**config.mk**
```make
export PLATFORM = sky130hd
export DESIGN_NAME = blit_sequencer
export DESIGN_NICKNAME = d
export VERILOG_FILES = /design/src/rtl/blit_sequencer.sv
export SDC_FILE = /design/constraint.sdc
export NUM_CORES = 1
export LEC_CHECK = 0
export ABC_AREA = 1
export CORE_MARGIN = 2
export CORE_UTILIZATION = 55
export CTS_CLUSTER_DIAMETER = 60
export DETAILED_ROUTE_END_ITERATION = 10
export HOLD_SLACK_MARGIN = 0.02
export PLACE_DENSITY_LB_ADDON = 0.1
export SYNTH_ARGS = -nofsm -noshare
export SYNTH_HDL_FRONTEND = slang
export SYNTH_SLANG_ARGS = --single-unit
```
**constraint.sdc**
```tcl
create_clock -name clk -period 5.3 [get_ports clk]
set_clock_uncertainty 0.15 [all_clocks]
set_input_delay 1.06 -clock clk [delete_from_list [all_inputs] [get_ports clk]]
set_output_delay 1.06 -clock clk [all_outputs]
set_load 0.02 [all_outputs]
```
**src/rtl/blit_sequencer.sv**
```systemverilog
// blit_sequencer: emits PXCOPY/PXPASTE command pairs for a W x H rectangle copy with back-pressure.
// Optional BLIT_REVERSE_EN enables bottom-right-first scanning when the destination follows the source.
module blit_sequencer (
  input  logic        clk,
  input  logic        reset,
  input  logic        start,
  input  logic [11:0] src_x,
  input  logic [11:0] src_y,
  input  logic [11:0] dst_x,
  input  logic [11:0] dst_y,
  input  logic [11:0] width,
  input  logic [11:0] height,
  input  logic        use_mask,
  input  logic [7:0]  transp_colour,
  input  logic        abort,
  input  logic        pix_adr_busy,
  output logic        draw_cmd_rdy,
  output logic [35:0] draw_cmd,
  output logic        busy,
  output logic        done
);
  localparam logic [1:0] IDLE = 2'd0, COPY = 2'd1, PASTE = 2'd2, FIN = 2'd3;
  logic [1:0]  state;
  logic [11:0] sx, sy, dx, dy, w, h, cx, cy, ox, oy;
  logic [7:0]  tc;
  logic        m, rev, last_col, last_row;
  assign draw_cmd_rdy = (state == COPY || state == PASTE) && !abort && !pix_adr_busy;
  assign busy = state != IDLE;
  assign done = state == FIN;
  assign last_col = cx == w - 12'd1;
  assign last_row = cy == h - 12'd1;
  // Reverse mode mirrors the counters so the scan starts at the bottom-right pixel.
  assign ox = rev ? w - 12'd1 - cx : cx;
  assign oy = rev ? h - 12'd1 - cy : cy;
  assign draw_cmd = state == COPY  ? {4'd6, tc, sy + oy, sx + ox} :
                    state == PASTE ? {m ? 4'd4 : 4'd3, tc, dy + oy, dx + ox} : '0;
  always_ff @(posedge clk or posedge reset)
    if (reset) begin
      state <= IDLE;
      {sx, sy, dx, dy, w, h, cx, cy} <= '0;
      tc <= '0;
      m <= 1'b0;
      rev <= 1'b0;
    end else if (state == IDLE) begin
      if (start) begin
        {sx, sy, dx, dy, w, h} <= {src_x, src_y, dst_x, dst_y, width, height};
        tc <= transp_colour;
        m <= use_mask;
        cx <= '0;
        cy <= '0;
`ifdef BLIT_REVERSE_EN
        rev <= dst_y > src_y || (dst_y == src_y && dst_x > src_x);
`else
        rev <= 1'b0;
`endif
        state <= (width == 12'd0 || height == 12'd0) ? FIN : COPY;
      end
    end else if (abort || state == FIN) begin
      state <= IDLE;
    end else if (draw_cmd_rdy) begin
      if (state == COPY) state <= PASTE;
      else if (!last_col) begin
        cx <= cx + 12'd1;
        state <= COPY;
      end else if (!last_row) begin
        cx <= '0;
        cy <= cy + 12'd1;
        state <= COPY;
      end else state <= FIN;
    end
endmodule
```
==> flow_summary_export.csv <==
group,metric,value,unit
detailed_routing,vias,7406,
worst_setup_path,cpLargestDelayFamily,"simple AND/OR/NAND/NOR gates",
synth,synth_enable_flop_cells,0,
synth,synth_top_family_by_area,"simple AND/OR/NAND/NOR gates",
worst_setup_path,critical_path_class,"flip-flop to primary output",
synth,yosysUniqueCellTypes,44,
worst_setup_path,cp_num_buf_inv,3,
detailed_routing,dr.pass1.iters,6,
timing,clock.fmax,230,MHz
synth,synthXorXnorAreaFrac,6.57,%
timing,slew_headroom,48.1,%
worst_setup_path,cpMostUsedCell,"nand2_1",
power,p_per_area,534,mW/mm2
global_routing,grt_first_pass_wirelength,33600,um
detailed_routing,drt_iter0_markers,463,
place,hpwl,15600,um
global_routing,grt_pass1_vias,7095,
detailed_routing,avgViaCountPerCell,5.44,
cells_and_area,syn2layout_area_growth,20.5,%
cts,post-cts-setup-buffers,0,
worst_setup_path,start_kind,"flip-flop",
timing,hold_slack,365,ps
cts,cts_made_buffers,9,
cts,htree_levels,3,
timing,tns,0,ps
worst_setup_path,cp.required,4090,ps
worst_setup_path,r2r_slack,2350,ps
detailed_routing,post_drt_wl_per_cell,14.8,um
synth,synth-main-ff-cell,"dfrtp_1",
synth,synth_compound_area_share,11.5,%
worst_setup_path,ff2ff_path_depth,11,
synth,netlist_area,0.00821,mm2
cts,cts_tree,"yes",
cells_and_area,design_area,0.00989,mm2
worst_setup_path,slowest_stage,"clkdlybuf4s50_1",
floorplan,core,0.0145,mm2
cts,cts.sinks,107,
synth,yosys_warnings,0,
cells_and_area,drive_above_1_share,11.7,%
floorplan,die-area,0.0159,mm2
cts,cts_resized,0,
global_routing,grt-ovfl-total,0,
min_path,holdCritStartpoint,"tc[6]$_DFFE_PP0P_",
synth,yosysSeqAreaShare,32.6,%
floorplan,initial_core_util,56.5,%
timing,maxSlewViolCount,0,
timing,rsz0062_at_grt,"no",
worst_setup_path,crit_fanout,8,
cts,clk_pin_slew,70,ps
detailed_routing,totalWireLength,20200,um
global_routing,grt.met1_usage,33.3,%
worst_setup_path,path_cells,"ha_1, inv_1, fa_1, inv_1, nand3_1, nand2_1, nand3_1, nand2_1, nand3_1, nand2_1, nand2_1, nand2_1, nand2_1, nand2_1, nor2_1, o21ai_0, clkdlybuf4s50_1",
synth,syn_nets,1207,
global_routing,use_met2,45.0,%
min_path,whs_path_depth,2,
cts,cts_root_buf,"clkbuf_16",
global_routing,gr-usage-all-layers,25.8,%
timing,setup_viol_count_final,0,
place,portBuffers,123,
cells_and_area,layout_common_cells,"224 x nand2_1, 123 x clkdlybuf4s50_1, 113 x nor2_1",
worst_setup_path,r2r_end,"cy[8]$_DFFE_PP0P_",
min_path,min_to,"tc[6]$_DFFE_PP0P_",
synth,yosys.area_share.simple,26.3,%
synth,ys_ff_latch,107,
place,place.gp.congestion,0.884,
synth,synthMuxAreaShare,6.86,%
synth,yosys.area_share.adder,8.90,%
timing,period_needed,4360,ps
global_routing,grt_max_degree,72,
floorplan,die_h,126,um
power,p_leak,4.59,nW
timing,hold_viol_final,0,
cells_and_area,fin_nets,1315,
worst_setup_path,worstPathArrival,3150,ps
synth,postSynthCellCount,1065,
floorplan,ios,125,
status,outcome,"finished clean",
worst_setup_path,cp-end-kind,"primary output",
cts,clkLatencyLatePin,360,ps
detailed_routing,drcViolationCount,0,
cts,cts_buffer_depth,2,
global_routing,grt_use_met3,2.93,%
cells_and_area,antennaDiodeCount,0,
cells_and_area,final_common_cell,"nand2_1",
cts,holdBufCountCts,0,
synth,async_flop_share,100,%
global_routing,antenna_found_initial,0,
job,cap_violations,0,
timing,worst_pin_slew,779,ps
worst_setup_path,r2r_start,"state[0]$_DFFE_PP0P_",
min_path,hp-class,"flip-flop to flip-flop",
floorplan,fp.dieW,126,um
detailed_routing,ant_nets,0,
synth,postSynthAreaPerCell,7.71,um2
floorplan,rows,44,
power,ir_drop,0.309,mV
place,placed_area,0.00955,mm2
timing,finalCritPeriodShare,82.2,%
global_routing,top_usage_layer,"met2",
worst_setup_path,cpPeakStageDelay,620,ps
worst register-to-register path: stages, from the launching register on:
cell     delay (ps)
dfrtp_1         410
inv_1            80
ha_1            440
inv_1           220
buf_4           250
or2_2           150
nand2_1          50
nor2_1          300
buf_4           270
nand3_2         260
nand2_1         160
nand2_1          70
kinds of logic after synthesis:
group                    count (synthesis)
AND/OR/NAND/NOR                        485
AO/OA/AOI/OAI                          165
buffers and inverters                  141
flip-flops                             107
XOR/XNOR                                60
adder cells (fa/ha/maj)                 56
multiplexers                            50
other                                    1
cells in the mapped netlist, types with 2 or more instances:
library cell | instances | area [um2]
a21o_1 | 5 | 37.5
a21oi_1 | 70 | 350
a22o_1 | 2 | 17.5
buf_2 | 9 | 45.0
buf_4 | 2 | 15.0
buf_6 | 2 | 22.5
clkbuf_1 | 19 | 71.3
dfrtp_1 | 107 | 2680
fa_1 | 4 | 80.1
ha_1 | 52 | 651
inv_1 | 100 | 375
inv_2 | 7 | 26.3
mux2_2 | 50 | 563
nand2_1 | 225 | 845
nand2_2 | 19 | 119
nand3_1 | 55 | 275
nand3_2 | 6 | 60.1
nand3b_1 | 5 | 37.5
nand4_1 | 22 | 138
nor2_1 | 113 | 424
nor2_2 | 11 | 68.8
nor2_4 | 4 | 45.0
nor3_1 | 12 | 60.1
nor4_1 | 8 | 50.1
o2111ai_1 | 2 | 17.5
o21ai_0 | 56 | 280
o21ai_2 | 11 | 96.3
o21bai_1 | 8 | 60.1
o22ai_1 | 4 | 25.0
o31ai_1 | 3 | 22.5
or2_2 | 2 | 12.5
xnor2_1 | 16 | 140
xor2_1 | 43 | 377
power breakdown:
part	internal [mW]	total, mW	switching [mW]	leakage, nW
clock	0.442	0.756	0.315	0.158
combinational	1.29	3.06	1.77	3.13
sequential	1.15	1.46	0.310	1.30
state kept, by name (all words and copies together), names as in the netlist:
signal,count
cx,12
cy,12
dx,12
dy,12
h,12
m,1
state,2
sx,12
sy,12
tc,8
w,12
worst max path at each step:
stage,from,to,depth (start not counted)
final,cx[0]$_DFFE_PP0P_,draw_cmd[10],17
after global routing,cx[0]$_DFFE_PP0P_,draw_cmd[10],17
after CTS,cx[0]$_DFFE_PP0P_,draw_cmd[10],17
after detailed placement,cx[0]$_DFFE_PP0P_,draw_cmd[10],17
after global placement,cx[0]$_DFFE_PP0P_,draw_cmd[10],17
after floorplan,reset,cx[0]$_DFFE_PP0P_,1
area by class of cell:
type	count	area [um2]
well taps	184	230
clock buffers	11	253
fillers	1313	4650
flip-flops and latches	107	2680
repair buffers	131	1290
inverters	107	404
multi-input cells	817	4950
clock inverters	5	83.8
stage by stage:
stage | cells | total power [mW] | utilization [%] | setup WS, ps
2_1_floorplan | 1065 | 3.59 | - | 1270
3_3_place_gp | 1346 | 4.46 | 65.7 | 1370
3_5_place_dp | 1346 | 4.53 | 65.7 | 1320
4_1_cts | 1362 | 5.30 | 68.0 | 919
5_1_grt | 1362 | 5.72 | 68.0 | 571
6_report | 1362 | 5.28 | 68.0 | 944
metal layers:
metal	part of all wire (%)	up-vias
li1	-	3735
met1	44	3446
met2	50	189
met3	3.6	36
met4	2.3	0
met5	0	-
No activity file was read; power rests on OpenSTA's default activity.
